## src/rtl/fila_entrada.sv

```systemverilog
// fila_entrada: input front-end for the 8-entry byte queue.
// It debounces the enqueue/dequeue push-buttons and double-registers the
// switch value. It then issues single-cycle enqueue/dequeue pulses to the
// queue, and uses the queue occupancy to refuse overflow and underflow
// requests.
//
// Ports:
//   clk_10KHz  - system clock, all state on its rising edge
//   reset      - asynchronous active-high reset
//   btn_enq    - raw enqueue push-button (async, active-high)
//   btn_deq    - raw dequeue push-button (async, active-high)
//   sw_data    - raw switch value to enqueue
//   len_in     - queue occupancy 0..DEPTH (from the queue's len_out)
//   data_in    - registered byte for the queue, valid while enqueue_in is high
//   enqueue_in - one-cycle enqueue pulse
//   dequeue_in - one-cycle dequeue pulse
//   full_out   - len_in >= DEPTH (combinational)
//   empty_out  - len_in == 0 (combinational)
//   err_out    - sticky: the last request was refused
module fila_entrada #(
  parameter int DATA_W          = 8,
  parameter int DEPTH           = 8,
  parameter int DEBOUNCE_CYCLES = 100
) (
  input  logic              clk_10KHz,
  input  logic              reset,
  input  logic              btn_enq,
  input  logic              btn_deq,
  input  logic [DATA_W-1:0] sw_data,
  input  logic [3:0]        len_in,
  output logic [DATA_W-1:0] data_in,
  output logic              enqueue_in,
  output logic              dequeue_in,
  output logic              full_out,
  output logic              empty_out,
  output logic              err_out
);

  localparam int            CW       = $clog2(DEBOUNCE_CYCLES + 1);
  // The flip happens on the edge where the counter would reach DEBOUNCE_CYCLES.
  localparam logic [CW-1:0] CNT_LAST = CW'(DEBOUNCE_CYCLES - 1);
  localparam logic [3:0]    DEPTH_L  = 4'(DEPTH);

  typedef enum logic [1:0] {
    IDLE = 2'd0,
    ENQ  = 2'd1,
    DEQ  = 2'd2,
    HOLD = 2'd3
  } state_t;

  // Button vectors: bit 0 = enqueue, bit 1 = dequeue.
  logic [1:0]        btn_meta_q, btn_meta_d;
  logic [1:0]        btn_sync_q, btn_sync_d;
  logic [DATA_W-1:0] sw_meta_q, sw_meta_d;
  logic [DATA_W-1:0] sw_sync_q, sw_sync_d;
  logic [CW-1:0]     cnt_q [2];
  logic [CW-1:0]     cnt_d [2];
  logic [1:0]        db_q, db_d;
  logic [1:0]        db_prev_q, db_prev_d;
  logic [1:0]        rise_q, rise_d;
  state_t            state_q, state_d;
  logic [DATA_W-1:0] data_q, data_d;
  logic              enq_q, enq_d;
  logic              deq_q, deq_d;
  logic              err_q, err_d;

  // Synchronizers, debouncers and rising-edge detection
  always_comb begin
    btn_meta_d = {btn_deq, btn_enq};
    btn_sync_d = btn_meta_q;
    sw_meta_d  = sw_data;
    sw_sync_d  = sw_meta_q;
    db_prev_d  = db_q;
    rise_d     = db_q & ~db_prev_q;
    db_d       = db_q;
    cnt_d[0]   = cnt_q[0];
    cnt_d[1]   = cnt_q[1];
    for (int i = 0; i < 2; i++) begin
      if (btn_sync_q[i] == db_q[i]) begin
        cnt_d[i] = {CW{1'b0}};
      end else if (cnt_q[i] == CNT_LAST) begin
        cnt_d[i] = {CW{1'b0}};
        db_d[i]  = ~db_q[i];
      end else begin
        cnt_d[i] = cnt_q[i] + CW'(1'b1);
      end
    end
  end

  // Request FSM and registered outputs
  always_comb begin
    state_d = state_q;
    data_d  = data_q;
    err_d   = err_q;
    case (state_q)
      IDLE: begin
        // Enqueue wins a same-cycle tie; the dequeue request is dropped silently.
        if (rise_q[0]) begin
          if (len_in < DEPTH_L) begin
            data_d  = sw_sync_q;
            err_d   = 1'b0;
            state_d = ENQ;
          end else begin
            err_d   = 1'b1;
          end
        end else if (rise_q[1]) begin
          if (len_in != 4'd0) begin
            err_d   = 1'b0;
            state_d = DEQ;
          end else begin
            err_d   = 1'b1;
          end
        end else begin
          state_d = IDLE;
        end
      end
      ENQ:     state_d = HOLD;
      DEQ:     state_d = HOLD;
      // HOLD lets the queue's updated len_in settle before the next decision.
      HOLD:    state_d = IDLE;
      default: state_d = IDLE;
    endcase
    // Pulses are registered so they coincide exactly with the ENQ/DEQ cycle.
    enq_d = (state_d == ENQ);
    deq_d = (state_d == DEQ);
  end

  // State register with asynchronous reset
  always_ff @(posedge clk_10KHz or posedge reset) begin
    if (reset) begin
      btn_meta_q <= 2'b00;
      btn_sync_q <= 2'b00;
      sw_meta_q  <= {DATA_W{1'b0}};
      sw_sync_q  <= {DATA_W{1'b0}};
      cnt_q[0]   <= {CW{1'b0}};
      cnt_q[1]   <= {CW{1'b0}};
      db_q       <= 2'b00;
      db_prev_q  <= 2'b00;
      rise_q     <= 2'b00;
      state_q    <= IDLE;
      data_q     <= {DATA_W{1'b0}};
      enq_q      <= 1'b0;
      deq_q      <= 1'b0;
      err_q      <= 1'b0;
    end else begin
      btn_meta_q <= btn_meta_d;
      btn_sync_q <= btn_sync_d;
      sw_meta_q  <= sw_meta_d;
      sw_sync_q  <= sw_sync_d;
      cnt_q[0]   <= cnt_d[0];
      cnt_q[1]   <= cnt_d[1];
      db_q       <= db_d;
      db_prev_q  <= db_prev_d;
      rise_q     <= rise_d;
      state_q    <= state_d;
      data_q     <= data_d;
      enq_q      <= enq_d;
      deq_q      <= deq_d;
      err_q      <= err_d;
    end
  end

  assign data_in    = data_q;
  assign enqueue_in = enq_q;
  assign dequeue_in = deq_q;
  assign err_out    = err_q;
  assign full_out   = (len_in >= DEPTH_L);
  assign empty_out  = (len_in == 4'd0);

endmodule

```

## config.mk

```make
export PLATFORM = sky130hd
export DESIGN_NAME = fila_entrada
export DESIGN_NICKNAME = d
export VERILOG_FILES = /design/src/rtl/fila_entrada.sv
export SDC_FILE = /design/constraint.sdc
export NUM_CORES = 1
export LEC_CHECK = 0
export CORE_MARGIN = 2
export CORE_UTILIZATION = 40
export DETAILED_ROUTE_END_ITERATION = 8
export PLACE_DENSITY_LB_ADDON = 0.12
export SLEW_MARGIN = 20
export SYNTH_ARGS = -nofsm -noshare
export SYNTH_HDL_FRONTEND = slang
export SYNTH_SLANG_ARGS = --single-unit
export TNS_END_PERCENT = 100
```

## constraint.sdc

```tcl
create_clock -name clk_10KHz -period 2.08 [get_ports clk_10KHz]
set_input_delay 0.416 -clock clk_10KHz [delete_from_list [all_inputs] [get_ports clk_10KHz]]
set_output_delay 0.416 -clock clk_10KHz [all_outputs]
set_load 0.05 [all_outputs]
```

==> impl_metrics.json, run 1 <==
{
  "yosys.area.top_type": "dfrtp_1",
  "nFillCells": 407,
  "syn_inst": 141,
  "synthArstFlopShare_pct": 100,
  "synthDistinctLibCells": 30,
  "synth_area_leaders": "dfrtp_1 69%, mux2_2 5.2%, xor2_1 2.7%",
  "hold_path_depth": 0,
  "synth_fp_nets": 161,
  "tritoncts": "yes",
  "power_frac_comb_pct": 5.0,
  "top_layer": "met4",
  "yosysMostFrequentCell": "dfrtp_1",
  "drt_iter0_drc": 30,
  "fin_crit_sh_pct": 92.6,
  "avgSynthCellArea_um2": 13.7,
  "synth_top_area_share_pct": 68.5,
  "crit_required_ns": 1.66,
  "cts.repair.resized": 0,
  "grt_pass1_wl_um": 4860,
  "critical_path_class": "input port to primary output",
  "min_path_type": "flop to flop",
  "wl_met3_um": 159,
  "clock-root-buffer": "clkbuf_8",
  "hold_buffers": 0,
  "fmax_ghz": 0.519,
  "fin_setup_tns_ns": 0,
  "power.internal_mw": 1.46,
  "cp_slowest_cell": "nor4_4",
  "multiInputGateArea_um2": 587,
  "dieWidth_um": 73.6,
  "grt_usage_pct": 12.1,
  "first_global_vias": 1094,
  "regArea_um2": 1330,
  "skew_ns": 0.00842,
  "slew_viol_final": 0,
  "clk_path_buf_depth": 2,
  "final_hold_viol_count": 0,
  "period_minus_slack_ns": 1.93,
  "grt_overflow_total": 0,
  "drive_above_1_share_pct": 15.2,
  "p_per_area_nw_per_um2": 754,
  "antenna_found_initial": 0,
  "final_antenna_net_count": 0,
  "first_pass_iters": 4,
  "die-area_um2": 5410,
  "drc": 0,
  "syn_area_um2": 1940,
  "wl_met2_um": 1430,
  "crit_fanout": 5,
  "cp-start-kind": "input port",
  "yosys-top-cells-count": "53 x dfrtp_1, 12 x nor2_1, 9 x mux2_2",
  "antenna_cells": 0,
  "ys_seq_area_share_pct": 68.5,
  "r2r_cells": 3,
  "clk_pin_slew_ns": 0.10,
  "netSwitchingPower_mw": 0.376,
  "crit_path_end_kind": "primary output",
  "core_um2": 4690,
  "ir_drop_mv": 0.379,
  "cts_made_buffers": 5,
  "p_sw_share_pct": 20.4,
  "hold_slack_ns": 0.353,
  "m1WireLength_um": 1280,
  "num_rows": 25,
  "wl_um": 2920,
  "numPortBuffers": 28,
  "synth-seq-cells": 53,
  "io_pins": 29,
  "tightest_slew_ns": 0.678,
  "finalSetupViolCount": 0,
  "crit_path_max_incr_delay_ns": 0.45,
  "dpl.hpwl_um": 2120,
  "avgViaCountPerCell": 4.99,
  "grt_max_degree": 54,
  "place.gp.congestion": 0.874,
  "clk_latency_ns": 0.30,
  "fp.dieH_um": 73.6,
  "total_leakage_power_nw": 1.08,
  "worstPathArrival_ns": 1.51,
  "maxCapViolations": 0,
  "postCtsSetupBuffers": 0,
  "rsz0062_at_grt": "false",
  "area_growth_pct": 26.2,
  "ys_warn_count": 0,
  "fin_nets": 197,
  "relSlewSlack_pct": 54.3,
  "routedWlPerCell_um": 12.6,
  "vias": 1158,
  "p_seq_share_pct": 58.1,
  "synth_edf_count": 0,
  "synth_flop_cell": "dfrtp_1",
  "htreeDepth": 2,
  "worstPathCellList": "clkdlybuf4s50_1, nor4_4, buf_12",
  "cts_sinks": 53,
  "p_clk_share_pct": 36.9,
  "status": "finished clean",
  "start_util_pct": 41.3
}
placed cells by master (no fill, tap or decap):
cell / instances
inv_2: 1
mux2_2: 9
o21a_1: 3
clkdlybuf4s50_1: 26
o22ai_1: 1
or3_1: 4
a211oi_1: 1
o221ai_1: 2
nand2b_1: 3
xor2_1: 6
buf_12: 3
nand2_2: 1
xnor2_1: 1
nand2_1: 7
clkbuf_8: 5
dfrtp_1: 53
and2b_1: 1
clkinv_4: 1
nor2_2: 1
bufinv_16: 1
buf_4: 1
mux2_1: 1
inv_1: 4
o21ai_2: 1
ha_1: 4
and2_1: 2
or4b_4: 1
clkinvlp_4: 1
a21oi_1: 5
nor2_1: 12
nand4bb_1: 1
nor2b_1: 2
o21ai_0: 6
a221oi_1: 1
mux2i_1: 1
nor4_4: 1
nand3_1: 4
sequential cells by signal, summed over array words and instances (netlist names), 8 cells and up:
| name | flops |
|---|---|
| cnt_q | 14 |
| data_in | 8 |
| sw_meta_q | 8 |
| sw_sync_q | 8 |
metrics by stage:
stage | total power [mW] | worst slack, ns | utilization, % | area, um^2 | instances
2_1_floorplan | 1.13 | 0.378 | - | 1940 | 141
3_3_place_gp | 1.18 | 0.162 | 49.6 | 2330 | 224
4_1_cts | 1.87 | 0.136 | 52.1 | 2440 | 232
3_5_place_dp | 1.19 | 0.142 | 49.6 | 2330 | 224
6_report | 1.84 | 0.155 | 52.1 | 2440 | 232
5_1_grt | 1.93 | 0.101 | 52.1 | 2440 | 232
critical path: cells and delay by family:
family / cells / cell delay, ns
buffers and inverters: 2 / 0.63
AND/OR/NAND/NOR: 1 / 0.45
cell type report:
type	count	share of cell area (%)
clock buffers	5	2.82
inverters	5	0.768
well taps	54	2.77
clock inverters	3	1.90
flip-flops and latches	53	54.3
multi-input cells	82	24.0
repair buffers	30	13.4
power by group through the flow:
stage / clock [mW] / sequential, mW / combinational [mW]
after CTS: 0.708 / 1.07 / 0.0946
after detailed placement: 0 / 1.09 / 0.0943
after floorplan: 0 / 1.09 / 0.0402
after global routing: 0.755 / 1.07 / 0.103
after global placement: 0 / 1.09 / 0.0906
final: 0.679 / 1.07 / 0.0919
logic make-up after synthesis:
family	count (synthesis)	synth area share (%)
flops	53	68.5
simple gates	40	11.7
compound gates	20	6.53
mux	11	6.33
xor+xnor	7	3.17
buf+inv	6	1.16
fa+ha+maj	4	2.59
routing by layer:
metal	global-route usage, %	up-vias
li1	-	552
met1	14.9	575
met2	19.3	25
met3	4.39	6
met4	4.85	0
met5	0	-
final timing paths:
path	start	slack, ns	end
setup / recovery	len_in[1]	0.15	empty_out
hold / removal	sw_meta_q[6]$_DFF_PP0_	0.35	sw_sync_q[6]$_DFF_PP0_
setup reg to reg	cnt_q[10]$_DFF_PP0_	0.56	db_prev_d[0]$_DFFE_PP0P_
hold reg to reg	sw_meta_q[6]$_DFF_PP0_	0.35	sw_sync_q[6]$_DFF_PP0_
max in group asynchronous	reset	1.38	btn_sync_q[1]$_DFF_PP0_
min in group asynchronous	reset	0.47	data_in[7]$_DFFE_PP0P_
(Power assumes the default switching activity.)
==> inputs of run 2 (changes only) <==
--- a/config.mk
+++ b/config.mk
@@ -7,6 +7,7 @@
 export LEC_CHECK = 0
 export CORE_MARGIN = 2
 export CORE_UTILIZATION = 40
+export CTS_BUF_LIST = sky130_fd_sc_hd__clkbuf_4 sky130_fd_sc_hd__clkbuf_8
 export DETAILED_ROUTE_END_ITERATION = 8
 export PLACE_DENSITY_LB_ADDON = 0.12
 export SLEW_MARGIN = 20
==> results of run 2 <==
The final DEF is identical to that of run 1; final timing and power are the same.
==> inputs of run 3 (changes only) <==
--- a/config.mk
+++ b/config.mk
@@ -8,8 +8,9 @@
 export CORE_MARGIN = 2
 export CORE_UTILIZATION = 40
 export CTS_BUF_LIST = sky130_fd_sc_hd__clkbuf_4 sky130_fd_sc_hd__clkbuf_8
+export CTS_CLUSTER_SIZE = 40
 export DETAILED_ROUTE_END_ITERATION = 8
-export PLACE_DENSITY_LB_ADDON = 0.12
+export PLACE_DENSITY = 0.67
 export SLEW_MARGIN = 20
 export SYNTH_ARGS = -nofsm -noshare
 export SYNTH_HDL_FRONTEND = slang
==> impl_metrics.json, run 3 (same netlist as run 1, synthesis figures left out) <==
{
  "wl_um": 2980,
  "dpl.hpwl_um": 2210,
  "grt_overflow_total": 0,
  "vias": 1151,
  "first_pass_iters": 4,
  "place.gp.congestion": 0.871,
  "postCtsSetupBuffers": 0,
  "antenna_cells": 0,
  "final.setup.worst_slack_ns": 0.145,
  "rsz0062_at_grt": "false",
  "clk_latency_ns": 0.30,
  "worstPathArrival_ns": 1.52,
  "period_minus_slack_ns": 1.94,
  "place_ws_ns": 0.0914,
  "fin_nets": 196,
  "status": "finished clean",
  "final_cell_area_um2": 2440,
  "drt_iter0_drc": 42,
  "nFillCells": 392,
  "cts_made_buffers": 5,
  "skew_ns": 0.00753,
  "dpl_cell_area_um2": 2320,
  "hold_buffers": 0,
  "tightest_slew_ns": 0.621,
  "routedWlPerCell_um": 12.9,
  "drive_above_1_share_pct": 14.7,
  "maxCapViolations": 0,
  "cts.repair.resized": 0,
  "fmax_ghz": 0.517,
  "numPortBuffers": 28,
  "final_antenna_net_count": 0,
  "clk_pin_slew_ns": 0.08,
  "crit_fanout": 5,
  "fin_crit_sh_pct": 93.1,
  "start_util_pct": 41.3,
  "critical_path_class": "input port to primary output",
  "layout_commonest_cell": "dfrtp_1",
  "drc": 0,
  "ir_drop_mv": 0.475,
  "min_path_type": "flop to flop",
  "cts_sinks": 53,
  "io_pins": 29,
  "grt_usage_pct": 12.4,
  "slew_viol_final": 0,
  "core_um2": 4690,
  "relSlewSlack_pct": 58.2,
  "cp-start-kind": "input port",
  "layout_common_cells": "53 x dfrtp_1, 26 x clkdlybuf4s50_1, 12 x nor2_1",
  "fp.dieH_um": 73.6,
  "avgViaCountPerCell": 4.98,
  "hold_slack_ns": 0.353,
  "dieWidth_um": 73.6,
  "num_rows": 25,
  "finalSetupViolCount": 0,
  "first_global_vias": 1175,
  "p_per_area_nw_per_um2": 765,
  "top_register": "cnt_q",
  "grt_pass1_wl_um": 5010,
  "clock-root-buffer": "clkbuf_8",
  "area_growth_pct": 26.1,
  "grt_max_degree": 42,
  "htreeDepth": 2,
  "fin_setup_tns_ns": 0,
  "largest_register_ffs": 14,
  "crit_required_ns": 1.66,
  "antenna_found_initial": 0,
  "die-area_um2": 5410,
  "final_hold_viol_count": 0,
  "crit_path_end_kind": "primary output",
  "total_leakage_power_nw": 1.08,
  "tritoncts": "yes",
  "clk_path_buf_depth": 2
}
run 3: cell count changes in the layout (fill, tap and decap cells not counted), sizes merged:
| cell | previous run | this run |
|---|---|---|
| clkbuf | 5 | 6 |
| clkinv | 1 | 0 |
| buf | 4 | 3 |
run 3: report_power, final:
| part | switching (mW) | internal, mW | total (mW) |
|---|---|---|---|
| clock | 0.314 | 0.391 | 0.705 |
| sequential | 0.0123 | 1.06 | 1.07 |
| combinational | 0.0447 | 0.0452 | 0.0899 |
run 3: stage by stage:
step | total power, mW | cells | utilization [%]
after floorplan | 1.13 | 141 | -
after global placement | 1.18 | 223 | 49.4
after detailed placement | 1.19 | 223 | 49.4
after CTS | 1.89 | 231 | 52.0
after global routing | 1.96 | 231 | 52.0
final | 1.87 | 231 | 52.0
run 3: final cells by class:
type,count,area (um^2),share of cell area (%)
Sequential cell,53,1330,54.4
Multi-Input combinational cell,82,587,24.1
Inverter,5,18.8,0.769
Clock buffer,6,82.6,3.38
Clock inverter,2,37.5,1.54
Timing Repair Buffer,29,320,13.1
Tap cell,54,67.6,2.77
run 3: critical path: stages:
cell and delay [ns]:
clkdlybuf4s50_1 0.45, nor4_4 0.46, buf_12 0.19
run 3: path summary, 6_finish.rpt:
kind / endpoint / cells after the start / slack (ns) / from
worst max-delay path: empty_out / 3 / 0.14 / len_in[1]
worst min-delay path: sw_sync_q[7]$_DFF_PP0_ / 0 / 0.35 / sw_meta_q[7]$_DFF_PP0_
worst max register to register: db_prev_d[0]$_DFFE_PP0P_ / 3 / 0.55 / cnt_q[10]$_DFF_PP0_
worst min register to register: sw_sync_q[7]$_DFF_PP0_ / 0 / 0.35 / sw_meta_q[7]$_DFF_PP0_
max in group asynchronous: data_in[5]$_DFFE_PP0P_ / 3 / 1.21 / reset
min in group asynchronous: data_in[4]$_DFFE_PP0P_ / 2 / 0.37 / reset
run 3: per-layer routing:
layer	vias to the layer above	global-route usage [%]	share of wire [%]
met5	-	0	0
met4	0	5.45	1.7
met3	5	5.08	5.2
met2	23	20.8	52
met1	573	13.7	41
li1	550	-	-
